[config.mk]
export PLATFORM = sky130hd
export DESIGN_NAME = instr_encoder
export DESIGN_NICKNAME = d
export VERILOG_FILES = /design/src/rtl/instr_encoder.sv
export SDC_FILE = /design/constraint.sdc
export NUM_CORES = 1
export LEC_CHECK = 0
export ABC_AREA = 1
export CAP_MARGIN = 20
export CORE_ASPECT_RATIO = 1.4
export CORE_MARGIN = 10
export CORE_UTILIZATION = 60
export DETAILED_ROUTE_END_ITERATION = 7
export GPL_TIMING_DRIVEN = 1
export MAX_ROUTING_LAYER = met4
export PLACE_DENSITY_LB_ADDON = 0.12
export SETUP_SLACK_MARGIN = 0.02
export SYNTH_ARGS = -nofsm -noshare
export SYNTH_HDL_FRONTEND = slang
export SYNTH_SLANG_ARGS = --single-unit
export TNS_END_PERCENT = 5
[constraint.sdc]
create_clock -name clk -period 5.9 [get_ports clk]
set_clock_uncertainty 0.1 [all_clocks]
set_input_delay 1.475 -clock clk [delete_from_list [all_inputs] [get_ports clk]]
set_output_delay 1.475 -clock clk [all_outputs]
set_load 0.03 [all_outputs]
[src/rtl/instr_encoder.sv]
// instr_encoder: packs decoded instruction fields {opcode, regid, immed} into
// 16-bit words, buffers them in a small FIFO and writes them sequentially into
// instruction memory starting at BASE_ADDR.
//
// Ports:
//   clk, rst            clock, asynchronous active-high reset
//   start, finish       session control pulses (start in IDLE, finish in LOAD)
//   in_valid/in_ready   field-triple handshake; opcode[5:0], regid, immed[8:0]
//   mem_we/mem_ready    memory write handshake; mem_addr, mem_wdata
//   busy                high in LOAD or FLUSH
//   done                one-cycle pulse while in DONE
//   overflow            sticky: last address written with input still pending
//   word_count          words written this session
module instr_encoder #(
  parameter int ADDR_WIDTH = 8,
  parameter int FIFO_DEPTH = 4,
  parameter int BASE_ADDR  = 0
) (
  input  logic                  clk,
  input  logic                  rst,
  input  logic                  start,
  input  logic                  finish,
  input  logic                  in_valid,
  output logic                  in_ready,
  input  logic [5:0]            opcode,
  input  logic                  regid,
  input  logic [8:0]            immed,
  output logic                  mem_we,
  input  logic                  mem_ready,
  output logic [ADDR_WIDTH-1:0] mem_addr,
  output logic [15:0]           mem_wdata,
  output logic                  busy,
  output logic                  done,
  output logic                  overflow,
  output logic [ADDR_WIDTH:0]   word_count
);

  localparam int PTR_W = $clog2(FIFO_DEPTH);
  localparam logic [ADDR_WIDTH-1:0] ADDR_BASE = ADDR_WIDTH'(BASE_ADDR);
  localparam logic [ADDR_WIDTH-1:0] ADDR_MAX  = '1;
  localparam logic [PTR_W:0]        CNT_FULL  = (PTR_W+1)'(FIFO_DEPTH);

  typedef enum logic [1:0] {S_IDLE, S_LOAD, S_FLUSH, S_DONE} state_t;

  state_t                state_q, state_d;
  logic [15:0]           fifo_q [FIFO_DEPTH];
  logic [15:0]           fifo_d [FIFO_DEPTH];
  logic [PTR_W-1:0]      wr_ptr_q, wr_ptr_d, rd_ptr_q, rd_ptr_d;
  logic [PTR_W:0]        count_q, count_d;
  logic [ADDR_WIDTH-1:0] addr_q, addr_d;
  logic [ADDR_WIDTH:0]   wc_q, wc_d;
  logic                  ovf_q, ovf_d;

  logic fifo_empty, fifo_full, draining, push, pop, last_write, pending;

  assign fifo_empty = (count_q == '0);
  assign fifo_full  = (count_q == CNT_FULL);
  assign draining   = (state_q == S_LOAD) || (state_q == S_FLUSH);

  assign in_ready   = (state_q == S_LOAD) && !fifo_full && !ovf_q;
  assign push       = in_valid && in_ready;
  assign mem_we     = draining && !fifo_empty;
  assign pop        = mem_we && mem_ready;
  // A write at the top address ends the session; the address never wraps.
  assign last_write = pop && (addr_q == ADDR_MAX);
  // Anything left behind by that final write counts as lost input.
  assign pending    = (count_q > (PTR_W+1)'(1)) || ((state_q == S_LOAD) && in_valid);

  assign mem_addr   = addr_q;
  assign mem_wdata  = fifo_q[rd_ptr_q];
  assign busy       = draining;
  assign done       = (state_q == S_DONE);
  assign overflow   = ovf_q;
  assign word_count = wc_q;

  always_comb begin
    state_d  = state_q;
    fifo_d   = fifo_q;
    wr_ptr_d = wr_ptr_q;
    rd_ptr_d = rd_ptr_q;
    count_d  = count_q;
    addr_d   = addr_q;
    wc_d     = wc_q;
    ovf_d    = ovf_q;

    if (push) begin
      fifo_d[wr_ptr_q] = {opcode, regid, immed};
      wr_ptr_d         = wr_ptr_q + PTR_W'(1);
    end
    if (pop) begin
      rd_ptr_d = rd_ptr_q + PTR_W'(1);
      wc_d     = wc_q + (ADDR_WIDTH+1)'(1);
      if (addr_q != ADDR_MAX) addr_d = addr_q + ADDR_WIDTH'(1);
    end
    unique case ({push, pop})
      2'b10:   count_d = count_q + (PTR_W+1)'(1);
      2'b01:   count_d = count_q - (PTR_W+1)'(1);
      default: count_d = count_q;
    endcase

    unique case (state_q)
      S_IDLE: begin
        if (start) begin
          state_d = S_LOAD;
          wc_d    = '0;
          ovf_d   = 1'b0;
          addr_d  = ADDR_BASE;
        end
      end
      S_LOAD: begin
        if (last_write)  state_d = S_DONE;
        else if (finish) state_d = S_FLUSH;
      end
      S_FLUSH: begin
        if (last_write || fifo_empty) state_d = S_DONE;
      end
      S_DONE: state_d = S_IDLE;
      default: state_d = S_IDLE;
    endcase

    // Session is over: drop whatever is still buffered (including a push
    // accepted in the same cycle).
    if (last_write) begin
      ovf_d    = ovf_q | pending;
      wr_ptr_d = '0;
      rd_ptr_d = '0;
      count_d  = '0;
    end
  end

  always_ff @(posedge clk or posedge rst) begin
    if (rst) begin
      state_q  <= S_IDLE;
      fifo_q   <= '{default: '0};
      wr_ptr_q <= '0;
      rd_ptr_q <= '0;
      count_q  <= '0;
      addr_q   <= ADDR_BASE;
      wc_q     <= '0;
      ovf_q    <= 1'b0;
    end else begin
      state_q  <= state_d;
      fifo_q   <= fifo_d;
      wr_ptr_q <= wr_ptr_d;
      rd_ptr_q <= rd_ptr_d;
      count_q  <= count_d;
      addr_q   <= addr_d;
      wc_q     <= wc_d;
      ovf_q    <= ovf_d;
    end
  end

endmodule
== Yosys cells after proc, flatten, opt, wreduce, memory -nomap -nowiden ==
Index checks and enable logic that the tools add are counted.

* Bits in read-only memories: 0
* Memories: 0
* RAM bits: 0
* Bits in registers: 91
* Logic and storage cells: 85
* Latch bits: 0

* $mul: 0
* Reductions and logical operators: 23
* Divide/modulo/power cells: 0
* $add $sub $neg: 6
* Equal/unequal tests: 11
* $lt $le $gt $ge: 4
* Bitwise logic cells: 3
* Shift operators: 0
* Mux-type cells: 27

{| class="wikitable"
|+ Operators with widths
! cell !! count
|-
| $bwmux W64 || 1
|-
| $mux W16 || 3
|-
| $bmux W16 S2 || 1
|-
| $demux W16 S2 || 1
|-
| $mux W8 || 4
|-
| $mux W9 || 3
|-
| $mux W2 || 8
|-
| $add A9 B1 Y9 const B || 1
|-
| $add A8 B1 Y8 const B || 1
|-
| $eq A8 B8 Y1 const B || 1
|-
| $logic_and A1 B1 Y1 || 8
|-
| $ne A8 B8 Y1 const B || 1
|-
| $pmux W2 S4 || 1
|-
| $reduce_bool A2 Y1 || 4
|-
| $eq A2 B2 Y1 const B || 3
|-
| $ge A3 B3 Y1 const B || 2
|-
| $not A2 Y3 || 2
|-
| $pmux W3 S2 || 1
|-
| $add A2 B1 Y2 const B || 2
|-
| $eq A2 B1 Y1 const B || 2
|-
| $add A3 B1 Y3 const B || 1
|-
| $eq A3 B3 Y1 const B || 1
|-
| $gt A3 B1 Y1 const B || 1
|-
| $logic_not A1 Y1 || 3
|-
| other kinds (14) || 18
|}

== Longest topological paths before layout ==
* Depth in word-level cells: 8
* Mapped depth: 10

== Worst setup path after synthesis ==
Ideal clock, no wire load.

* Path type: reg2out
* Start point: reg rd_ptr_q[1]
* End point: out mem_wdata[10]
* Stages on the path, launching flop included: 6
* Setup slack: 2.885 ns
* Arrival: 1.440 ns
* Path buffers: 2
* Required time: 4.325 ns
* Cells stage by stage: dfrtp_1 clkbuf_1 inv_1 clkbuf_1 o21ai_0 o22ai_1

* Word-level cells in the longest chain between the ends: 4

{| class="wikitable"
|+ Ends and longest elaborated chain
! item !! line !! source
|-
| start, declared || 48 || <nowiki>logic [PTR_W-1:0] wr_ptr_q, wr_ptr_d, rd_ptr_q, rd_ptr_d;</nowiki>
|-
| start signal, assigned || 145 || <nowiki>rd_ptr_q <= rd_ptr_d;</nowiki>
|-
| $not A2 Y3 (not written as such) || 70 || <nowiki>assign mem_wdata = fifo_q[rd_ptr_q];</nowiki>
|-
| $bmux W16 S2 || 70 ||
|-
| $mux W16 (not written as such) (2 in a row) || 70 ||
|-
| end, declared || 31 || <nowiki>output logic [15:0] mem_wdata,</nowiki>
|}

No other way between the ends. The select of a mux whose other input is x is not followed.

== Worst setup path after layout ==
* Start point: reg rd_ptr_q[0]
* End point: out mem_wdata[6]

The elaborated chain is that of the path after synthesis.

==> metrics.yaml <==
multiInputGateArea_mm2: 0.00193
rr_startpoint: "state_q[0]"
relSlewSlack_pct: 33.6
vias: 3781
hp-start: "fifo_q[33]"
cp-end-kind: "output pin"
fp-row-count: 37
ctsRootBufferMaster: "clkbuf_8"
n_antenna_cell: 0
die_h_um: 123
layout-drive-gt1-share_pct: 5.87
synth_edf_count: 0
synth.distinct_cells: 33
routabilityCongestion: 0.841
final_antenna_net_count: 0
reg2reg_to: "state_q[0]"
place_worst_setup_slack_ns: 1.87
boundaryPins: 60
post_cts_buffers: 0
drv_cap: 0
syn2layout_area_growth_pct: 17.4
worstPathRequired_ns: 4.32
clk_latency_ns: 0.36
hold_class: "reg2reg"
core_region_area_mm2: 0.00741
path_clk_slew_ns: 0.08
hold_violations: 0
nFillCells: 594
cts_sinks: 91
worstPathArrival_ns: 2.88
clk_path_buf_depth: 2
cts_tree: "built"
p_per_area_mw_per_mm2: 566
status: "completed"
p_leak_nw: 2.59
setup_viol: 0
syn_nets: 580
worst_slack_ns: 1.45
cts_hold_buf: 0
drc: 0
dr.pass1.iters: 5
wire_per_inst_um: 14.7
synth_ff_type: "dfrtp_1"
worst_pin_slew_ns: 0.995
fp.dieArea_mm2: 0.0116
synthesis.area_mm2: 0.00458
final_cell_mix: "119 x nand2_1, 91 x dfrtp_1, 68 x o21ai_1, 59 x clkdlybuf4s50_1, 58 x nor2_1"
fin_setup_tns_ns: 0
gr-total-overflow: 0
drv_slew: 0
synthArstFlopShare_pct: 100
antenna_found_initial: 0
portBuffers: 59
layout_commonest_cell: "nand2_1"
period_needed_ns: 4.45
place_hpwl_um: 6990
grt_pass1_wl_um: 17400
grt_usage_pct: 19.1
ys_seq_elements: 91
worstHoldPathCells: 2
fin_crit_sh_pct: 75.4
h-tree-depth: 3
place_area_mm2: 0.00513
die_w_um: 93.8
initial_utilization_pct: 61.8
numCtsBuffers: 9
whs_endpoint: "fifo_q[33]"
post_cts_resized: 0
wirelength_um: 10200
start_kind: "flop"
layout.nets: 627
critPathMaxFanout: 34
vias_per_cell: 5.46
drtIter0Drc: 233
max_clock_freq_mhz: 225
grt_max_degree: 51
regArea_mm2: 0.00228
rsz0062_at_grt: "false"
yosysSeqAreaShare_pct: 49.8
grt_pass1_vias: 3809
ir_worst_vdd_v: 0.000400
postLayoutCellArea_mm2: 0.00537
synth_warnings: 0
reg2reg_slack_ns: 3.85
synth_cells: 544
reg2reg_depth: 9
timing_worst_setup_path_type: "reg2out"
syn_area_per_cell_um2: 8.41
==> per-stage QoR <==
stage / hold WS, ns / instances / util, % / power [mW]
2_1_floorplan: 0.354 / 544 / - / 2.08
3_3_place_gp: 0.367 / 677 / 69.3 / 2.50
3_5_place_dp: 0.374 / 677 / 69.3 / 2.56
4_1_cts: 0.393 / 693 / 72.5 / 3.07
5_1_grt: 0.416 / 693 / 72.5 / 3.27
6_report: 0.391 / 693 / 72.5 / 3.04
==> how the worst max path moves through the flow <==
stage           startpoint       endpoint  cells past startpoint
2_1_floorplan          rst     count_q[0]                      1
3_3_place_gp   rd_ptr_q[0]  mem_wdata[14]                      5
3_5_place_dp   rd_ptr_q[0]  mem_wdata[11]                      5
4_1_cts        rd_ptr_q[0]  mem_wdata[11]                      5
5_1_grt        rd_ptr_q[0]   mem_wdata[6]                      5
6_report       rd_ptr_q[0]   mem_wdata[6]                      5
==> per-layer routing <==
metal / part of all wire, % / track usage, % / wire length [um]
met1: 42 / 21.5 / 4330
met2: 51 / 32.7 / 5190
met3: 5.4 / 4.49 / 555
met4: 1.4 / 6.00 / 138
met5: 0 / - / 0
==> worst max-delay path, cell delays in order (launching register included) <==
cell	delay (ns)
dfrtp_1	0.36
buf_4	0.23
inv_1	0.76
o21ai_0	0.25
o22ai_1	0.21
clkdlybuf4s50_1	0.71
==> area by class of cell <==
class | instances | area share (%)
tap | 97 | 2.26
clock buffer | 11 | 2.63
multi-input combinational | 377 | 35.9
inverter | 51 | 3.63
clock inverter | 5 | 1.86
timing repair buffer | 61 | 11.3
sequential | 91 | 42.4
==> report_power, final <==
group | switching, mW | total [mW] | internal (mW) | leakage [nW]
combinational | 0.931 | 1.51 | 0.581 | 1.29
sequential | 0.167 | 1.03 | 0.859 | 1.17
clock | 0.213 | 0.504 | 0.292 | 0.123
==> flip-flops by register name (all words and copies together), names as in the netlist <==
| name | flops |
|---|---|
| count_q | 3 |
| fifo_q | 64 |
| mem_addr | 8 |
| overflow | 1 |
| rd_ptr_q | 2 |
| state_q | 2 |
| word_count | 9 |
| wr_ptr_q | 2 |
==> cell usage after synthesis (2+ instances only) <==
cell | number | share of area (%)
a21oi_1 | 15 | 1.6
buf_2 | 5 | 0.55
buf_6 | 10 | 2.5
clkbuf_1 | 10 | 0.82
dfrtp_1 | 91 | 50
ha_1 | 14 | 3.8
inv_1 | 49 | 4.0
nand2_1 | 119 | 9.8
nand2_4 | 7 | 1.7
nand3_1 | 12 | 1.3
nand3_4 | 2 | 0.77
nand4_1 | 3 | 0.41
nor2_1 | 58 | 4.8
nor3_1 | 3 | 0.33
o21ai_0 | 43 | 4.7
o21ai_1 | 68 | 7.4
o22ai_1 | 16 | 2.2
xnor2_1 | 3 | 0.57
xor2_1 | 2 | 0.38
==> cells by family (layout without fill, tap and decap cells) <==
family                     after synthesis  in the layout  share of synthesized area (%)
AOI/OAI and AO/OA                      148            148                           17.1
adders and majority gates               14             14                           3.83
DFF                                     91             91                           49.8
buffers and inverters                   76            128                           8.06
xor gates and xnor gates                 5              5                          0.957
and+or+nand+nor                        210            210                           20.3
Power figures use the tool's default switching activity.
